==> config.mk <==
export PLATFORM = sky130hd
export DESIGN_NAME = memory_access
export DESIGN_NICKNAME = d
export VERILOG_FILES = /design/src/rtl/memory_access.sv
export SDC_FILE = /design/constraint.sdc
export NUM_CORES = 1
export LEC_CHECK = 0
export ABC_AREA = 0
export CAP_MARGIN = 20
export CORE_MARGIN = 2
export CORE_UTILIZATION = 30
export CTS_BUF_LIST = sky130_fd_sc_hd__clkbuf_4
export DETAILED_ROUTE_END_ITERATION = 12
export PLACE_DENSITY = 0.68
export SLEW_MARGIN = 20
export SYNTH_ARGS = -nofsm -noshare
export SYNTH_HDL_FRONTEND = slang
export SYNTH_SLANG_ARGS = --single-unit
==> constraint.sdc <==
create_clock -name clk -period 2 [get_ports clk]
set_input_delay 0.2 -clock clk [delete_from_list [all_inputs] [get_ports clk]]
set_output_delay 0.2 -clock clk [all_outputs]
set_load 0.01 [all_outputs]
==> src/rtl/memory_access.sv <==
// Memory-stage data access: issues dmem requests, stalls on wait states,
// aligns load/store data and registers the M->W pipeline stage.
module memory_access #(
   parameter  int unsigned TIMEOUT = 255,
   localparam int unsigned XLEN    = 32,
   localparam int unsigned RW      = 5,
   localparam int unsigned BEW     = XLEN / 8
) (
   input  logic            clk,
   input  logic            rst,
   input  logic            reg_wrM,
   input  logic            mem_wrM,
   input  logic [1:0]      result_srcM,
   input  logic [2:0]      funct3M,
   input  logic [XLEN-1:0] ALU_resultM,
   input  logic [XLEN-1:0] wr_dataM,
   input  logic [XLEN-1:0] PCp4M,
   input  logic [RW-1:0]   rdM,
   output logic            dmem_req,
   output logic            dmem_we,
   output logic [XLEN-1:0] dmem_addr,
   output logic [BEW-1:0]  dmem_be,
   output logic [XLEN-1:0] dmem_wdata,
   input  logic            dmem_ready,
   input  logic [XLEN-1:0] dmem_rdata,
   output logic            stallM,
   output logic            reg_wrW,
   output logic [1:0]      result_srcW,
   output logic [XLEN-1:0] ALU_resultW,
   output logic [XLEN-1:0] read_dataW,
   output logic [XLEN-1:0] PCp4W,
   output logic [RW-1:0]   rdW,
   output logic            misalignW,
   output logic            bus_errW
);

   localparam int unsigned CW = 8;

   typedef enum logic {S_IDLE, S_WAIT} state_t;

   state_t          r_state, w_state_nxt;
   logic [CW-1:0]   r_wait_cnt, w_wait_cnt_nxt;
   logic            w_mem_op, w_misalign;
   logic            w_req, w_stall, w_load_w, w_bus_err, w_mis_done;
   logic [1:0]      w_off;
   logic [7:0]      w_byte;
   logic [15:0]     w_half;
   logic [XLEN-1:0] w_load_data;

   assign w_off    = ALU_resultM[1:0];
   assign w_mem_op = (result_srcM == 2'b01) | mem_wrM;
   assign w_misalign = ((funct3M[1:0] == 2'b01) & w_off[0]) |
                       ((funct3M[1:0] == 2'b10) & (w_off != 2'b00));

   // Bus-side outputs are combinational and forced quiet while in reset
   assign dmem_req  = rst & w_req;
   assign stallM    = rst & w_stall;
   assign dmem_we   = dmem_req & mem_wrM;
   assign dmem_addr = {ALU_resultM[XLEN-1:2], 2'b00};

   always_comb begin
      dmem_be    = 4'b1111;
      dmem_wdata = wr_dataM;
      case (funct3M[1:0])
         2'b00: begin
            dmem_be    = 4'(4'b0001 << w_off);
            dmem_wdata = {4{wr_dataM[7:0]}};
         end
         2'b01: begin
            dmem_be    = 4'(4'b0011 << w_off);
            dmem_wdata = {2{wr_dataM[15:0]}};
         end
         default: ;
      endcase
   end

   assign w_byte = 8'(dmem_rdata >> {w_off, 3'b000});
   assign w_half = 16'(dmem_rdata >> {w_off[1], 4'b0000});

   always_comb begin
      w_load_data = dmem_rdata;
      case (funct3M)
         3'b000:  w_load_data = {{24{w_byte[7]}}, w_byte};
         3'b001:  w_load_data = {{16{w_half[15]}}, w_half};
         3'b100:  w_load_data = {24'd0, w_byte};
         3'b101:  w_load_data = {16'd0, w_half};
         default: w_load_data = dmem_rdata;
      endcase
   end

   always_ff @(posedge clk or negedge rst) begin
      if (!rst) begin
         r_state    <= S_IDLE;
         r_wait_cnt <= '0;
      end else begin
         r_state    <= w_state_nxt;
         r_wait_cnt <= w_wait_cnt_nxt;
      end
   end

   // Next state, request/stall and W-stage load decision
   always_comb begin
      w_state_nxt    = r_state;
      w_wait_cnt_nxt = r_wait_cnt;
      w_req          = 1'b0;
      w_stall        = 1'b0;
      w_load_w       = 1'b0;
      w_bus_err      = 1'b0;
      w_mis_done     = 1'b0;
      case (r_state)
         S_IDLE: begin
            w_wait_cnt_nxt = '0;
            if (!w_mem_op) begin
               w_load_w = 1'b1;
            end else if (w_misalign) begin
               w_load_w   = 1'b1;
               w_mis_done = 1'b1;
            end else begin
               w_req = 1'b1;
               if (dmem_ready) begin
                  w_load_w = 1'b1;
               end else begin
                  w_stall     = 1'b1;
                  w_state_nxt = S_WAIT;
               end
            end
         end
         S_WAIT: begin
            w_req = 1'b1;
            if (dmem_ready) begin
               w_load_w    = 1'b1;
               w_state_nxt = S_IDLE;
            end else if (r_wait_cnt == CW'(TIMEOUT - 1)) begin
               w_load_w    = 1'b1;
               w_bus_err   = 1'b1;
               w_state_nxt = S_IDLE;
            end else begin
               w_stall        = 1'b1;
               w_wait_cnt_nxt = r_wait_cnt + CW'(1);
            end
         end
         default: w_state_nxt = S_IDLE;
      endcase
   end

   // W pipeline register; a stall cycle inserts a bubble
   always_ff @(posedge clk or negedge rst) begin
      if (!rst) begin
         reg_wrW     <= 1'b0;
         result_srcW <= '0;
         ALU_resultW <= '0;
         read_dataW  <= '0;
         PCp4W       <= '0;
         rdW         <= '0;
         misalignW   <= 1'b0;
         bus_errW    <= 1'b0;
      end else if (w_load_w) begin
         reg_wrW     <= reg_wrM & ~w_mis_done & ~w_bus_err;
         result_srcW <= result_srcM;
         ALU_resultW <= ALU_resultM;
         read_dataW  <= w_load_data;
         PCp4W       <= PCp4M;
         rdW         <= rdM;
         misalignW   <= w_mis_done;
         bus_errW    <= w_bus_err;
      end else begin
         reg_wrW   <= 1'b0;
         misalignW <= 1'b0;
         bus_errW  <= 1'b0;
      end
   end

endmodule
==> impl_results.md <==
- Post-synth top cells: dfrtp_1 (115), mux2_2 (71), nand2_1 (55), mux2_4 (41), buf_4 (40)
- Max Slew Vio Count: 0
- Setup crit end kind: register
- DPL Wire Length: 14600 microns
- Starting Density: 30.8%
- Cells on worst reg2reg path: 9
- Final setup fails: slightly below 100
- Via count: between 5000 and 6000
- Max-Cap Viols: 0
- Antenna-violating nets left: 0
- Most used DFF post-synth: dfrtp_1
- CTS tree: built
- Peak supply drop: between 200 and 300 uV
- Hold slack: 222 ps
- Synth Area per Inst: 11.7 sq um
- Main area contributors after synthesis: dfrtp_1 (47%), mux2_2 (13%), mux2_4 (10%)
- # IOs: between 300 and 400
- TritonCTS Sinks: between 100 and 150
- DR iter-0 viols: 217
- Worst hold stages: 6
- Final Util: 50.8%
- Yosys warns: 0
- Synth Instances: 516
- Critical path class: register to register
- GPL Wtd Cong: 0.767
- Top-count cell post-synth: dfrtp_1
- Port Buf Inserts: 317
- R2r startpoint: r_wait_cnt[0]
- Worst slew pin tran: 919 ps
- Clock skew: 18.7 ps
- DRC Markers: 0
- Yosys top cell by area: dfrtp_1
- Min cycle time layout: 2120 ps
- Synth-to-Final Area Change: 64.8%
- CTS Buffer Depth: 2
- Critical path arrival: around 2500 ps
- Delay-heaviest family, CP: simple AND/OR/NAND/NOR gates
- Grt total ovfl: 0
- Mapped Area: 0.00606 sq mm
- Clock root buffer: clkbuf_4
- Wire length per cell: ~18 microns
- Initial antenna violation count: 1
- RSZ-0062 raised after global routing: true
- DRT Pass-1 Iters: 4
- Total track usage: between 10% and 20%
- NumNets Final: 975
- Slew HR: 38.6%
- Routed WL: approximately 20000 microns
- Clock H-tree levels: 4
- Buffer and inverter count on the worst path: 3
- Layout cells sized above 1: 25.0%
- Status: finished with violations
- Post-synth top area share: 47.5%
- EDFF count, synth: 0
- CTS Buf Count: 17
- Worst reg2reg path endpoint: PCp4W[22]
- Hold Path Origin: funct3M[1]
- Hold EP: misalignW
- Ys async rst share: 100%
- Fillers: roughly 1800
- Die area: roughly 0.021 sq mm
- Post-Layout Inst Area: 0.00999 sq mm
- Ratio of total power to cell area: about 690 mW/mm^2
- Register area share after synthesis: 47.5%
- Fin worst setup slack: -118 ps
- Worst path required time: between 2000 and 2500 ps
- Core Box Area: just under 0.02 sq mm
- Leak Pwr: approximately 4.5 nW
- Failing checks: setup timing
- Yosys reg bits: 115
- Worst R2R Setup Slack: -120 ps
- Hold Fails Final Rpt: 0
- Fmax: around 0.47 GHz
- Final worst-path cycle share: 106%
- Row count: 51
- Critical-path cell list: inv_1 > ha_2 > nand2_2 > nor2_2 > and3_4 > or4_4 > buf_12 > buf_16 > mux2_4
- Final Power: 6.90 mW
- DP Area: 0.00936 sq mm
- Unique masters post-synth: 42
- CP max stage cell: or4_4
- Clk_lat worst skew: 520 ps
- Largest net degree at the start of global routing: 116
- First-pass GRT wire length: 30700 microns
- Clk slew on worst S/H paths: 120 ps
- CP max FO: 6
- Nature of the critical path startpoint: register
- Worst hold path type: input port to register
- Vias in the first global route: 5387
- Vias/cell: 4.54
- Max incr delay on CP: 510 ps
- Chip height: 146 microns
- Die Width: 146 microns
[metal layers]
layer	routed length, microns	GRT usage, %
met5	0	0
met4	252	4.81
met3	1590	6.16
met1	7530	20.6
met2	10600	34.5
[metrics by stage]
stage	setup TNS [ps]	setup WS [ps]	cells
2_1_floorplan	-3860	-94.3	517
4_1_cts	-11990	-158	1106
6_report	-7760	-118	1109
5_1_grt	-17990	-213	1109
3_5_place_dp	-31640	-402	1059
3_3_place_gp	-31240	-337	1059
[cell families (layout without fill, tap and decap cells)]
group	Yosys count	count (layout)	synth area share, %
muxes	137	137	27.9
DFF	115	115	47.5
and+or+nand+nor	111	111	8.55
buffers and inverters	92	418	9.29
AOI/OAI and AO/OA	54	54	5.74
xor gates and xnor gates	4	4	0.578
adders and majority gates	2	2	0.413
other	1	3	0.0619
[power breakdown]
group	internal, mW	switching (mW)	total [mW]
combinational	1.36	0.843	2.20
clock	1.02	0.944	1.96
sequential	2.59	0.145	2.73
[sequential cells by signal (all words and copies together) (netlist names)]
name	cells
read_dataW	32
ALU_resultW	32
result_srcW	2
r_wait_cnt	8
PCp4W	32
bus_errW	1
r_state	1
misalignW	1
reg_wrW	1
rdW	5
[placed cells by master, fill, tap and decap left out, types with 2 or more instances in the layout]
cell	Yosys	layout
mux2_4	41	41
nor2b_1	5	5
o21ai_0	21	20
nor3b_2	0	2
nand2_1	55	54
mux2i_1	23	23
clkinvlp_4	0	2
xnor2_1	3	3
mux2_2	71	71
nor3b_1	9	7
bufbuf_16	0	2
conb_1	1	2
a21oi_1	9	9
dfrtp_1	115	114
buf_2	6	4
o22ai_1	7	7
mux4_2	2	2
bufinv_16	0	4
o21bai_1	3	3
clkdlybuf4s50_1	0	296
nand3_1	2	2
dlygate4sd2_1	0	16
buf_16	0	4
nor2_2	0	3
clkinv_2	0	2
buf_8	0	4
buf_12	0	3
buf_4	40	32
and4b_1	2	2
a221o_1	8	8
nor2_1	29	26
inv_1	21	21
clkbuf_4	0	19
clkinv_4	0	3
[worst max-delay path by stage]
stage	startpoint	endpoint	depth (start not counted)
floorplan	r_wait_cnt[0]	ALU_resultW[30]	10
global placement	ALU_resultM[0]	read_dataW[1]	8
detailed placement	ALU_resultM[0]	read_dataW[3]	8
CTS	r_wait_cnt[0]	PCp4W[22]	9
global route	r_wait_cnt[0]	PCp4W[22]	9
finish	r_wait_cnt[0]	PCp4W[22]	9
[worst reg2reg max path, stage by stage, from the launching register on]
cell and delay [ps]:
dfrtp_1 360, inv_1 50, ha_2 170, nand2_2 60, nor2_2 40, and3_4 140, or4_4 510, buf_12 200
buf_16 150, mux2_4 320
[area by class of cell]
class / instances / area (sq um) / area share (%)
well taps: 265 / 332 / 3.32
diodes: 1 / 2.50 / 0.0251
flip-flops and latches: 115 / 2880 / 28.8
clock inverters: 13 / 184 / 1.84
clock buffers: 19 / 143 / 1.43
multi-input cells: 310 / 2660 / 26.6
repair buffers: 364 / 3700 / 37.1
inverters: 22 / 82.6 / 0.827
[repair_timing]
item | in CTS | in global routing
setup endpoints to repair | 48 | 105
cloned | 5 | 1
endpoints found under the hold margin | 115 | 0
resized for setup | 44 | 7
hold buffers | 1 | 0
pin swaps | 0 | 0
setup buffers | 9 | 4
No activity file was read; power rests on OpenSTA's default activity.
